File: config.mk
export PLATFORM = sky130hd
export DESIGN_NAME = lvds_tx_framer
export DESIGN_NICKNAME = d
export VERILOG_FILES = /design/src/rtl/lvds_link_pkg.sv /design/src/rtl/lvds_word_slicer.sv /design/src/rtl/lvds_tx_framer.sv
export SDC_FILE = /design/constraint.sdc
export NUM_CORES = 1
export LEC_CHECK = 0
export ABC_AREA = 1
export CORE_MARGIN = 1
export CORE_UTILIZATION = 45
export DETAILED_ROUTE_END_ITERATION = 8
export HOLD_SLACK_MARGIN = 0.08
export PLACE_DENSITY = 0.7
export REMOVE_ABC_BUFFERS = 1
export SYNTH_ARGS = -nofsm -noshare
export SYNTH_HDL_FRONTEND = slang
export SYNTH_SLANG_ARGS = --single-unit
File: constraint.sdc
create_clock -name tx_inclock -period 1.95 [get_ports tx_inclock]
set_input_delay 0.4875 -clock tx_inclock [delete_from_list [all_inputs] [get_ports tx_inclock]]
set_output_delay 0.4875 -clock tx_inclock [all_outputs]
set_load 0.005 [all_outputs]
File: src/rtl/lvds_link_pkg.sv
// rtl/lvds_link_pkg.sv - shared LVDS link definitions for the transmit and receive framers
//
// Holds the link FSM state encoding, the default training and sync patterns,
// and the fill-word definition used on both ends of the inter-FPGA channel.
package lvds_link_pkg;

    // Encoded on state_out for LEDs/debug; values are fixed so both framers agree.
    typedef enum logic [2:0] {
        ST_IDLE  = 3'd0,
        ST_TRAIN = 3'd1,
        ST_SYNC  = 3'd2,
        ST_DATA  = 3'd3
    } link_state_t;

    localparam logic [7:0] TRAIN_PAT_DEFAULT = 8'h35;
    localparam logic [7:0] SYNC_PAT_DEFAULT  = 8'h77;

    // A fill word is every bit equal to FILL_BIT. The receiver classifies a
    // word by its MSB, so real data must always carry MSB = ~FILL_BIT.
    localparam logic FILL_BIT = 1'b0;

endpackage

File: src/rtl/lvds_word_slicer.sv
// rtl/lvds_word_slicer.sv - word shift register that hands out SER_W-bit beats MSB first
//
// Ports:
//   tx_inclock    in   clock, rising edge
//   reset_n       in   synchronous active-low reset
//   clear_i       in   drop any partial word, beat counter back to 0
//   load_i        in   capture word_i at a word boundary (beat 0)
//   shift_i       in   advance one beat (shift left by SER_W)
//   word_i        in   WORD_W word to load
//   next_slice_o  out  slice that becomes the beat after the current one
//   last_beat_o   out  current beat is the last of the word slot
module lvds_word_slicer #(
    parameter int WORD_W = 32,
    parameter int SER_W  = 8
) (
    input  logic              tx_inclock,
    input  logic              reset_n,
    input  logic              clear_i,
    input  logic              load_i,
    input  logic              shift_i,
    input  logic [WORD_W-1:0] word_i,
    output logic [SER_W-1:0]  next_slice_o,
    output logic              last_beat_o
);

    localparam int BEATS  = WORD_W / SER_W;
    localparam int BEAT_W = $clog2(BEATS);

    logic [WORD_W-1:0] shift_q, shift_d;
    logic [BEAT_W-1:0] beat_q, beat_d;

    always_comb begin
        shift_d = shift_q;
        beat_d  = beat_q;
        if (clear_i) begin
            shift_d = '0;
            beat_d  = '0;
        end else if (load_i) begin
            shift_d = word_i;
            beat_d  = '0;
        end else if (shift_i) begin
            shift_d = shift_q << SER_W;
            beat_d  = beat_q + BEAT_W'(1);
        end
    end

    always_ff @(posedge tx_inclock) begin
        if (!reset_n) begin
            shift_q <= '0;
            beat_q  <= '0;
        end else begin
            shift_q <= shift_d;
            beat_q  <= beat_d;
        end
    end

    // The MSB slice of shift_q is the beat on the wire now; the one below it is next.
    assign next_slice_o = shift_q[WORD_W-SER_W-1 -: SER_W];
    assign last_beat_o  = (beat_q == BEAT_W'(BEATS - 1));

endmodule

File: src/rtl/lvds_tx_framer.sv
// rtl/lvds_tx_framer.sv - LVDS transmit framer: training, sync markers, word slicing, fill
//
// Ports:
//   tx_inclock     in   serializer parallel clock, rising edge
//   reset_n        in   synchronous active-low reset
//   tx_locked      in   serializer PLL lock; low forces IDLE
//   rdy_from_recv  in   far end aligned and accepting words
//   src_data       in   show-ahead FIFO head word
//   src_rdy        in   FIFO non-empty
//   src_en         out  one-cycle dequeue strobe, coincident with the MSB beat
//   tx_in          out  SER_W beat to the serializer
//   link_up        out  high in SYNC and DATA
//   state_out      out  encoded FSM state
//   words_sent     out  data words popped, wraps
module lvds_tx_framer
    import lvds_link_pkg::*;
#(
    parameter int                WORD_W        = 32,
    parameter int                SER_W         = 8,
    parameter logic [SER_W-1:0]  TRAIN_PAT     = SER_W'(TRAIN_PAT_DEFAULT),
    parameter logic [SER_W-1:0]  SYNC_PAT      = SER_W'(SYNC_PAT_DEFAULT),
    parameter int                RESYNC_PERIOD = 1024,
    parameter int                LOSS_WORDS    = 4,
    parameter int                CNT_W         = 16
) (
    input  logic              tx_inclock,
    input  logic              reset_n,
    input  logic              tx_locked,
    input  logic              rdy_from_recv,
    input  logic [WORD_W-1:0] src_data,
    input  logic              src_rdy,
    output logic              src_en,
    output logic [SER_W-1:0]  tx_in,
    output logic              link_up,
    output logic [2:0]        state_out,
    output logic [CNT_W-1:0]  words_sent
);

    localparam int RS_W = (RESYNC_PERIOD > 0) ? $clog2(RESYNC_PERIOD + 1) : 1;

    link_state_t       state_q, state_d;
    logic [SER_W-1:0]  tx_in_q, tx_in_d;
    logic              src_en_q, src_en_d;
    logic              link_up_q, link_up_d;
    logic [CNT_W-1:0]  words_q, words_d;
    logic [RS_W-1:0]   resync_q, resync_d;
    logic [7:0]        loss_q, loss_d;
    logic              loss_exit_q, loss_exit_d;
    logic              resync_beat_q, resync_beat_d;

    logic              sl_clear, sl_load, sl_shift;
    logic [WORD_W-1:0] sl_word;
    logic [SER_W-1:0]  next_slice;
    logic              last_beat;

    logic              boundary_next;
    logic              resync_due;

    lvds_word_slicer #(
        .WORD_W (WORD_W),
        .SER_W  (SER_W)
    ) u_slicer (
        .tx_inclock   (tx_inclock),
        .reset_n      (reset_n),
        .clear_i      (sl_clear),
        .load_i       (sl_load),
        .shift_i      (sl_shift),
        .word_i       (sl_word),
        .next_slice_o (next_slice),
        .last_beat_o  (last_beat)
    );

    // Outputs are registered for the cycle being entered, so every decision
    // below is taken at the edge that starts the affected beat. The cycle after
    // SYNC, after a resync beat, or after a slot's last beat is a word boundary.
    assign boundary_next = (state_q == ST_SYNC) ||
                           ((state_q == ST_DATA) && (resync_beat_q || last_beat));
    assign resync_due    = (RESYNC_PERIOD != 0) && (resync_q == RS_W'(RESYNC_PERIOD));

    always_ff @(posedge tx_inclock) begin
        if (!reset_n) begin
            state_q <= ST_IDLE;
        end else begin
            state_q <= state_d;
        end
    end

    always_comb begin
        state_d = state_q;
        if (!tx_locked) begin
            state_d = ST_IDLE;
        end else begin
            case (state_q)
                ST_IDLE:  state_d = ST_TRAIN;
                ST_TRAIN: if (rdy_from_recv) state_d = ST_SYNC;
                ST_SYNC:  state_d = ST_DATA;
                ST_DATA:  if (last_beat && !resync_beat_q && loss_exit_q) state_d = ST_TRAIN;
                default:  state_d = ST_IDLE;
            endcase
        end
    end

    always_comb begin
        tx_in_d       = '0;
        src_en_d      = 1'b0;
        link_up_d     = (state_d == ST_SYNC) || (state_d == ST_DATA);
        words_d       = words_q;
        resync_d      = resync_q;
        loss_d        = loss_q;
        loss_exit_d   = loss_exit_q;
        resync_beat_d = 1'b0;
        sl_clear      = 1'b0;
        sl_load       = 1'b0;
        sl_shift      = 1'b0;
        sl_word       = {WORD_W{FILL_BIT}};
        case (state_d)
            ST_IDLE: begin
                sl_clear = 1'b1;
            end
            ST_TRAIN: begin
                tx_in_d  = TRAIN_PAT;
                sl_clear = 1'b1;
            end
            ST_SYNC: begin
                tx_in_d     = SYNC_PAT;
                resync_d    = '0;
                loss_d      = '0;
                loss_exit_d = 1'b0;
            end
            ST_DATA: begin
                if (boundary_next) begin
                    if (resync_due) begin
                        // Marker beat only: no pop, no slot, counters other than resync untouched.
                        tx_in_d       = SYNC_PAT;
                        resync_d      = '0;
                        resync_beat_d = 1'b1;
                    end else begin
                        resync_d = resync_q + RS_W'(1);
                        sl_load  = 1'b1;
                        if (rdy_from_recv && src_rdy) begin
                            sl_word  = src_data;
                            tx_in_d  = src_data[WORD_W-1 -: SER_W];
                            src_en_d = 1'b1;
                            words_d  = words_q + CNT_W'(1);
                            loss_d   = '0;
                        end else begin
                            tx_in_d = {SER_W{FILL_BIT}};
                        end
                        if (!rdy_from_recv) begin
                            loss_d = loss_q + 8'd1;
                            if (loss_q + 8'd1 == 8'(LOSS_WORDS)) begin
                                loss_exit_d = 1'b1;
                            end
                        end
                    end
                end else begin
                    sl_shift = 1'b1;
                    tx_in_d  = next_slice;
                end
            end
            default: begin
                sl_clear = 1'b1;
            end
        endcase
    end

    always_ff @(posedge tx_inclock) begin
        if (!reset_n) begin
            tx_in_q       <= '0;
            src_en_q      <= 1'b0;
            link_up_q     <= 1'b0;
            words_q       <= '0;
            resync_q      <= '0;
            loss_q        <= '0;
            loss_exit_q   <= 1'b0;
            resync_beat_q <= 1'b0;
        end else begin
            tx_in_q       <= tx_in_d;
            src_en_q      <= src_en_d;
            link_up_q     <= link_up_d;
            words_q       <= words_d;
            resync_q      <= resync_d;
            loss_q        <= loss_d;
            loss_exit_q   <= loss_exit_d;
            resync_beat_q <= resync_beat_d;
        end
    end

    assign tx_in      = tx_in_q;
    assign src_en     = src_en_q;
    assign link_up    = link_up_q;
    assign state_out  = state_q;
    assign words_sent = words_q;

endmodule
==> run_results.csv, run 1 <==
group,metric,value,unit
status,status,"complete, no violations",
setup_path,end_kind,"primary output",
sta,fin_ws,98.6,ps
setup_path,crit_chain,"clkdlybuf4s50_1",
sta,fin_crit_sh,94.9,%
placement,dp_hpwl,6850,um
yosys,avgSynthCellArea,6.96,um2
cells_and_area,diodes,0,
floorplan,pin_count,66,
detailed_routing,detail-route-antenna-nets,0,
sta,drv_slew,0,
clock_tree,clk_latency,350,ps
setup_path,required,1460,ps
global_routing,first_global_vias,3548,
detailed_routing,route.detailed.drc,0,
setup_path,cp_slowest_stage_delay,560,ps
clock_tree,htreeDepth,3,
sta,setup_viol,0,
clock_tree,cts.reportedPaths.clkPinSlew,80,ps
power_and_ir_drop,p_leak,1.92,nW
yosys,ys_warn_count,0,
cells_and_area,seqCellArea,1520,um2
cells_and_area,layout-drive-gt1-share,11.2,%
yosys,synth_area,3760,um2
floorplan,dieArea,8730,um2
detailed_routing,drtIter0Drc,223,
yosys,netlist_instances,541,
detailed_routing,drt_pass1_iterations,4,
sta,grt_setup_unrepaired,"yes",
placement,port_buffers,65,
setup_path,arrival,1360,ps
global_routing,grt_pass1_wl,15800,um
floorplan,die_h,93.5,um
global_routing,antenna_found_initial,0,
floorplan,core,7890,um2
global_routing,grt_max_degree,31,
setup_path,cp.depth,1,
sta,min_period,1850,ps
clock_tree,root_buffer,"clkbuf_8",
sta,fin_setup_tns,0,ps
setup_path,rr_worst_depth,9,
placement,gp_congestion,0.887,
setup_path,crit_fanout,7,
worst_hold_path,worstHoldPathType,"flip-flop to flip-flop",
setup_path,path_buf_inv,1,
sta,finalClockSkew,9.37,ps
detailed_routing,totalWireLength,9370,um
worst_hold_path,hold-path-cell-count,2,
floorplan,rows,32,
floorplan,start_util,47.7,%
yosys,synth.distinct_cells,28,
floorplan,fp.dieW,93.5,um
clock_tree,cts_buffers,9,
yosys,ys_seq_area_share,40.4,%
sta,hold_viol,0,
sta,hold-worst-slack,480,ps
cells_and_area,num-nets-final,672,
power_and_ir_drop,vdd_drop_max,0.000414,V
cells_and_area,fillCellCount,727,
setup_path,cp-start-kind,"flip-flop",
detailed_routing,vias,3777,
sta,fmax,540,MHz
clock_tree,post_cts_buffers,0,
cells_and_area,finalNonFillerCells,737,
run,cap_violations,0,
setup_path,path_class,"flip-flop to primary output",
cells_and_area,area_delta_synth_final,33.3,%
global_routing,grt_util_all_layers,22.8,%
power_and_ir_drop,powerDensity,611,nW/um2
detailed_routing,drt-vias-per-instance,5.12,
detailed_routing,wl_per_cell,12.7,um
clock_tree,holdBufCountCts,0,
yosys,synth_seq_cells,76,
setup_path,cp_slowest_cell,"clkdlybuf4s50_1",
cells_and_area,multiInputGateArea,1960,um2
setup_path,crit_family,"buffers and inverters",
clock_tree,cts_sinks,76,
placement,dp.cells,721,
clock_tree,cts_tree,"yes",
placement,place_ws,-212,ps
global_routing,grt_overflow_total,0,
clock_tree,clockBufferDepth,2,
==> through the flow <==
step	area, um2	utilization [%]	power (mW)
2_1_floorplan	3650	-	1.63
4_1_cts	5010	63.5	3.12
3_5_place_dp	4780	60.6	1.76
6_report	5020	63.6	3.07
5_1_grt	5020	63.6	3.19
3_3_place_gp	4780	60.6	1.76
==> final cells by class <==
cell class | instances | area share (%)
Multi-Input combinational cell | 397 | 39.1
Tap cell | 102 | 2.54
Sequential cell | 76 | 30.3
Inverter | 48 | 3.59
Clock inverter | 5 | 1.67
Timing Repair Buffer | 98 | 19.9
Clock buffer | 11 | 2.82
==> cells in the final DEF (no fill, tap or decap), drive strengths merged <==
master           n
nand2          136
dfxtp           76
clkinvlp         2
xor2            14
clkdlybuf4s50   64
nand4           13
a211oi           1
o21ai           51
nand3b           4
and3             1
nor3            18
a21oi           61
clkbuf          11
nor2            53
conb             1
nand3           34
dlymetal6s2s     1
inv             49
bufinv           2
ha               5
xnor2            3
buf             33
nor3b            2
==> repair_timing <==
| item | 4_1_cts | 5_1_grt |
|---|---|---|
| endpoints found under the hold margin | 0 | 0 |
| resized for setup | 0 | 6 |
| setup endpoints to repair | 0 | 25 |
==> metal layers <==
metal	vias up	routed length, um	global-route usage [%]
met3	9	387	5.20
li1	1953	-	-
met5	-	0	0
met1	1736	4510	29.8
met4	0	105	7.31
met2	79	4370	37.2
==> report_power, final <==
part | internal [mW] | switching [mW] | total [mW] | leakage (nW)
registers | 1.56 | 0.00472 | 1.56 | 0.613
clock network | 0.761 | 0.584 | 1.34 | 0.106
logic | 0.100 | 0.0604 | 0.161 | 1.20
==> synth_stat cells <==
| cell | n | area share (%) |
|---|---|---|
| a211oi_1 | 1 | 0.20 |
| a21oi_1 | 60 | 8.0 |
| a21oi_4 | 1 | 0.43 |
| and3_1 | 1 | 0.17 |
| buf_2 | 9 | 1.2 |
| buf_6 | 3 | 0.90 |
| clkbuf_1 | 8 | 0.80 |
| conb_1 | 1 | 0.10 |
| dfxtp_1 | 76 | 40 |
| ha_1 | 5 | 1.7 |
| inv_1 | 42 | 4.2 |
| inv_2 | 6 | 0.60 |
| nand2_1 | 130 | 13 |
| nand2_2 | 5 | 0.83 |
| nand2_4 | 1 | 0.30 |
| nand3_1 | 34 | 4.5 |
| nand3b_1 | 4 | 0.80 |
| nand4_1 | 13 | 2.2 |
| nor2_1 | 46 | 4.6 |
| nor2_2 | 4 | 0.66 |
| nor2_4 | 3 | 0.90 |
| nor3_1 | 18 | 2.4 |
| nor3b_1 | 2 | 0.40 |
| o21ai_0 | 32 | 4.3 |
| o21ai_1 | 18 | 2.4 |
| o21ai_2 | 1 | 0.23 |
| xnor2_1 | 3 | 0.70 |
| xor2_1 | 14 | 3.3 |
==> state kept, by name (all words and copies together), names as in the netlist <==
name / count
u_slicer.shift_q: 24
resync_beat_q: 1
u_slicer.beat_q: 2
link_up: 1
state_out: 3
loss_q: 8
resync_q: 11
src_en: 1
tx_in: 8
loss_exit_q: 1
words_sent: 16
==> kinds of logic (layout without fill, tap and decap cells) <==
family,count (synthesis),in the layout,share of synthesized area [%]
simple gates,261,261,30.7
compound gates,113,113,15.5
flops,76,76,40.4
xor+xnor,17,17,3.96
other cells,1,1,0.0996
fa+ha+maj,5,5,1.66
buf+inv,68,162,7.68
==> path summary, 6_finish.rpt <==
| path | startpoint | end | slack (ps) |
|---|---|---|---|
| min reg2reg | loss_exit_q$_SDFFE_PN0P_ | loss_exit_q$_SDFFE_PN0P_ | 480 |
| max | words_sent[2]$_SDFFE_PN0P_ | words_sent[2] | 100 |
| min | loss_exit_q$_SDFFE_PN0P_ | loss_exit_q$_SDFFE_PN0P_ | 480 |
| max reg2reg | resync_q[0]$_SDFFE_PN0P_ | u_slicer.shift_q[13]$_SDFFE_PN0P_ | 160 |
Power figures use the tool's default switching activity.
==> inputs of run 2 (changes only) <==
- ABC_AREA: 1 -> default
- GPL_ROUTABILITY_DRIVEN: default -> 0
==> run 2 against run 1 <==
Setup slack lost 44 ps. Combinational power is 4% higher. Via count shrank 11%. Cell count is 18% lower. Clock-buffer cell count fell by 1. Critical endpoint is now words_sent[11]$_SDFFE_PN0P_. Highest routed layer unchanged.
==> run_results.csv, run 2 <==
group,metric,value,unit
power_and_ir_drop,p_leak,1.83,nW
floorplan,pin_count,66,
yosys,synth_seq_cells,76,
setup_path,required,2230,ps
setup_path,r2r_start,"state_out[1]$_SDFF_PN0_",
yosys,synth_top_family_by_area,"simple AND/OR/NAND/NOR gates",
detailed_routing,totalWireLength,8840,um
clock_tree,holdBufCountCts,0,
floorplan,rows,31,
clock_tree,cts_sinks,76,
setup_path,arrival,2180,ps
detailed_routing,drt_pass1_iterations,4,
clock_tree,clockBufferDepth,2,
detailed_routing,route.detailed.drc,0,
detailed_routing,wl_per_cell,14.5,um
detailed_routing,vias,3358,
clock_tree,cts_buffers,9,
floorplan,die_h,90.7,um
yosys,yosysTopAreaCellShare,43.0,%
global_routing,grt_util_all_layers,21.5,%
sta,fmax,528,MHz
yosys,async_flop_share,0,%
detailed_routing,drt-vias-per-instance,5.52,
sta,slew_headroom,65.5,%
cells_and_area,layout-drive-gt1-share,19.3,%
cells_and_area,num-nets-final,546,
floorplan,fp.dieW,90.7,um
sta,drv_slew,0,
clock_tree,cts.reportedPaths.clkPinSlew,80,ps
global_routing,first_global_vias,3177,
clock_tree,cts_tree,"yes",
global_routing,grt_pass1_wl,14200,um
cells_and_area,layout_common_cells,"dfxtp_1, clkdlybuf4s50_1, nor2_1, buf_4",
setup_path,crit_chain,"buf_6 -> nand4b_1 -> nor4_4 -> buf_4 -> nand3_4 -> or4_1 -> a21oi_2",
status,status,"complete, no violations",
cells_and_area,top_register,"u_slicer.shift_q",
sta,tightest_slew,516,ps
cells_and_area,final_area,4950,um2
yosys,synthFlopType,"dfxtp_1",
floorplan,start_util,47.7,%
clock_tree,root_buffer,"clkbuf_8",
setup_path,cp-start-kind,"flip-flop",
yosys,avgSynthCellArea,8.91,um2
cells_and_area,layout_commonest_cell,"dfxtp_1",
sta,finalClockSkew,10.1,ps
sta,fin_setup_tns,0,ps
sta,setup_viol,0,
yosys,synthTopCellsByCount,"dfxtp_1, nor2_1, nand2_1, nor3_1, a221oi_1",
setup_path,startpoint,"state_out[1]$_SDFF_PN0_",
worst_hold_path,worstHoldPathType,"flip-flop to flip-flop",
setup_path,end_kind,"flip-flop",
sta,fin_crit_sh,97.2,%
yosys,post_synth_xor_area_fraction,3.71,%
placement,dp_hpwl,6150,um
setup_path,path_buf_inv,2,
global_routing,antenna_found_initial,0,
worst_hold_path,min_from,"loss_q[1]$_SDFFE_PN0P_",
cells_and_area,largest_reg_flops,24,
sta,min_period,1900,ps
placement,place_ws,-531,ps
yosys,ys_warn_count,0,
power_and_ir_drop,powerDensity,619,nW/um2
yosys,synth_area,3540,um2
cells_and_area,diodes,0,
detailed_routing,drtIter0Drc,127,
detailed_routing,detail-route-antenna-nets,0,
yosys,synth_simple_gate_area_share,27.3,%
clock_tree,htreeDepth,3,
floorplan,dieArea,8220,um2
placement,place_area,4610,um2
cells_and_area,area_delta_synth_final,39.9,%
yosys,muxShareOfSynthArea,1.17,%
yosys,netlist_instances,397,
sta,hold_viol,0,
yosys,yosys.area.top_type,"dfxtp_1",
yosys,ys_seq_area_share,43.0,%
yosys,synthTopCellsByArea,"dfxtp_1, nor2_1, a221oi_1",
yosys,synth.distinct_cells,58,
yosys,synth_edf_count,0,
power_and_ir_drop,vdd_drop_max,0.000476,V
yosys,yosysMostFrequentCell,"dfxtp_1",
global_routing,grt_overflow_total,0,
global_routing,grt_max_degree,31,
yosys,synth_compound_area_share,18.7,%
placement,port_buffers,65,
setup_path,crit_family,"simple AND/OR/NAND/NOR gates",
setup_path,cp_slowest_cell,"or4_1",
setup_path,crit_fanout,5,
run,cap_violations,0,
setup_path,cp_slowest_stage_delay,500,ps
sta,grt_setup_unrepaired,"yes",
floorplan,core,7410,um2
clock_tree,clk_latency,350,ps
yosys,yosys.area_share.adder,1.77,%
setup_path,path_class,"flip-flop to flip-flop",
sta,fin_ws,54.6,ps
==> run 2: worst register-to-register path: cells and delay by family (launching register included) <==
family / cells / cell delay [ps]
flip-flops: 1 / 370
AO/OA/AOI/OAI: 1 / 130
buffers and inverters: 2 / 280
AND/OR/NAND/NOR: 4 / 1070
==> run 2: through the flow <==
step	total power, mW	cells	utilization (%)	hold WS [ps]
after floorplan	1.64	375	-	450
after global placement	1.76	588	62.2	463
after detailed placement	1.76	588	62.2	476
after CTS	3.09	606	65.9	491
after global routing	3.16	608	66.8	503
final	3.06	608	66.8	488
==> run 2: layout make-up <==
| class | instances | area (um2) |
|---|---|---|
| timing repair buffer | 118 | 1110 |
| clock inverter | 6 | 87.6 |
| multi-input combinational | 291 | 1930 |
| inverter | 8 | 30.0 |
| fill | 607 | 2460 |
| clock buffer | 10 | 138 |
| tap | 99 | 124 |
| sequential | 76 | 1530 |
==> run 2: report_power, final <==
part / internal, mW / switching (mW) / leakage (nW)
clock: 0.753 / 0.584 / 0.105
combinational: 0.104 / 0.0625 / 1.11
sequential: 1.56 / 0.00478 / 0.615
total: 2.41 / 0.652 / 1.83
==> run 2: kinds of logic after synthesis <==
kind of cell	count (synthesis)
multiplexers	4
AO/OA/AOI/OAI	90
XOR/XNOR	15
other	1
buffers and inverters	30
AND/OR/NAND/NOR	176
adder cells (fa/ha/maj)	5
flip-flops	76
==> run 2: worst paths after layout <==
path / endpoint / slack [ps] / depth (start not counted)
setup reg to reg: words_sent[11]$_SDFFE_PN0P_ / 50 / 7
hold reg to reg: loss_q[1]$_SDFFE_PN0P_ / 490 / 1
setup / recovery: words_sent[11]$_SDFFE_PN0P_ / 50 / 7
hold / removal: loss_q[1]$_SDFFE_PN0P_ / 490 / 1
==> run 2: what timing repair did <==
item / in CTS / in global routing
setup endpoints to repair: 42 / 37
buffers inserted: 2 / 1
resized for setup: 14 / 13
hold endpoints to repair: 0 / 0
pin swaps: 10 / 7
cloned: 0 / 1
==> run 2: layer usage <==
metal	global-route usage, %	up-vias	wire length, um
met5	0	-	0
met4	9.41	0	153
met3	4.63	10	396
met2	36.2	96	4360
met1	26.1	1583	3930
li1	-	1669	-
==> inputs of run 3 (changes only) <==
- CAP_MARGIN: default -> 10
- CORE_MARGIN: 1 -> 2
==> run 3 against run 2 <==
First-iteration DRC count fell by 7.1%. Critical path type unchanged. Worst hold slack gained 2.4 ps. Largest power group unchanged. Global-route usage fell by 1.4 points. Critical endpoint unchanged. Clock skew increased by 2.4 ps.
==> run_results.csv, run 3 (synthesis gave the netlist of run 2 again) <==
group,metric,value,unit
status,status,"complete, no violations",
floorplan,rows,32,
clock_tree,clockBufferDepth,2,
setup_path,arrival,2160,ps
global_routing,grt_pass1_wl,14000,um
sta,fmax,533,MHz
detailed_routing,route.detailed.drc,0,
setup_path,path_class,"flip-flop to flip-flop",
placement,place_ws,-484,ps
power_and_ir_drop,p_leak,1.83,nW
run,cap_violations,0,
clock_tree,holdBufCountCts,0,
floorplan,core,7690,um2
sta,drv_slew,0,
cells_and_area,seqCellArea,1530,um2
sta,min_period,1880,ps
floorplan,dieArea,8590,um2
clock_tree,cts_buffers,9,
cells_and_area,area_delta_synth_final,39.0,%
global_routing,grt_overflow_total,0,
cells_and_area,largest_reg_flops,24,
setup_path,crit_fanout,5,
cells_and_area,fin_util,64.0,%
setup_path,reg2reg_setup_slack,70,ps
global_routing,grt_max_degree,27,
sta,grt_setup_unrepaired,"yes",
cells_and_area,num-nets-final,544,
floorplan,fp.dieW,92.7,um
setup_path,cp-start-kind,"flip-flop",
detailed_routing,drt-vias-per-instance,5.44,
detailed_routing,totalWireLength,8400,um
cells_and_area,layout_commonest_cell,"dfxtp_1",
clock_tree,cts_sinks,76,
detailed_routing,wl_per_cell,13.8,um
clock_tree,cts_tree,"yes",
sta,finalClockSkew,12.4,ps
clock_tree,cts.reportedPaths.clkPinSlew,90,ps
clock_tree,clk_latency,360,ps
sta,fin_ws,73.9,ps
global_routing,grt_util_all_layers,20.0,%
setup_path,r2r_start,"state_out[1]$_SDFF_PN0_",
detailed_routing,vias,3315,
clock_tree,htreeDepth,3,
cells_and_area,layout_common_cells,"dfxtp_1, clkdlybuf4s50_1, nor2_1, buf_4",
cells_and_area,layout-drive-gt1-share,18.5,%
detailed_routing,detail-route-antenna-nets,0,
worst_hold_path,min_from,"u_slicer.shift_q[21]$_SDFFE_PN0P_",
cells_and_area,multiInputGateArea,1930,um2
floorplan,pin_count,66,
cells_and_area,top_register,"u_slicer.shift_q",
detailed_routing,drt_pass1_iterations,4,
sta,setup_viol,0,
sta,tightest_slew,540,ps
floorplan,die_h,92.7,um
clock_tree,root_buffer,"clkbuf_8",
sta,hold_viol,0,
floorplan,start_util,46.0,%
setup_path,end_kind,"flip-flop",
worst_hold_path,worstHoldPathType,"flip-flop to flip-flop",
power_and_ir_drop,powerDensity,597,nW/um2
global_routing,first_global_vias,3191,
power_and_ir_drop,vdd_drop_max,0.000383,V
sta,fin_crit_sh,96.2,%
setup_path,startpoint,"state_out[1]$_SDFF_PN0_",
placement,port_buffers,65,
placement,dp_hpwl,6110,um
cells_and_area,diodes,0,
sta,fin_setup_tns,0,ps
detailed_routing,drtIter0Drc,118,
setup_path,required,2230,ps
cells_and_area,fillCellCount,665,
global_routing,antenna_found_initial,0,
sta,slew_headroom,63.9,%
sta,hold-worst-slack,490,ps
[run 3: cell types whose count changed in the layout (fill, tap and decap cells not counted), sizes merged]
cell	before	now
dlymetal6s2s	0	2
clkinv	1	5
inv	8	9
clkinvlp	3	0
bufinv	2	1
clkbuf	10	9
dlygate4sd2	3	1
buf	53	51
[run 3: path summary, 6_finish.rpt]
path,endpoint,cells past startpoint
worst max-delay path,words_sent[11]$_SDFFE_PN0P_,7
worst min-delay path,u_slicer.shift_q[21]$_SDFFE_PN0P_,2
worst min register to register,u_slicer.shift_q[21]$_SDFFE_PN0P_,2
worst max register to register,words_sent[11]$_SDFFE_PN0P_,7
[run 3: critical path, stage by stage, from the launching register on]
cell	delay (ps)
dfxtp_4	370
buf_6	90
nand4b_1	150
nor4_4	300
buf_4	180
nand3_4	90
or4_1	470
a21oi_1	160
[run 3: timing repair]
item	CTS	global route
pin swaps	3	7
buffers inserted	1	2
resized for setup	6	19
setup endpoints to repair	46	49
[run 3: area by class of cell]
class                           count  area share (%)
Multi-Input combinational cell    291            39.3
Sequential cell                    76            31.1
Timing Repair Buffer              116            22.3
Tap cell                          102            2.60
Clock buffer                        9            2.52
Clock inverter                      7            1.53
Inverter                            8           0.611
[run 3: report_power, final]
group          switching [mW]  total, mW  internal, mW
combinational          0.0601      0.165         0.105
clock                   0.615       1.21         0.597
sequential            0.00423       1.56          1.56
total                   0.679       2.94          2.26
[run 3: metrics by stage]
step | instance area [um2] | cells | power [mW]
finish | 4920 | 609 | 2.94
global route | 4920 | 609 | 3.03
CTS | 4830 | 607 | 2.95
detailed placement | 4600 | 590 | 1.76
global placement | 4600 | 590 | 1.76
floorplan | 3420 | 375 | 1.64
[run 3: routing by layer]
layer  routed length, um  GRT usage, %  share of wire [%]
met5                   0             0                  0
met4                 186          8.21                2.2
met3                 408          3.34                4.9
met2                4040          33.7                 48
met1                3760          25.5                 45
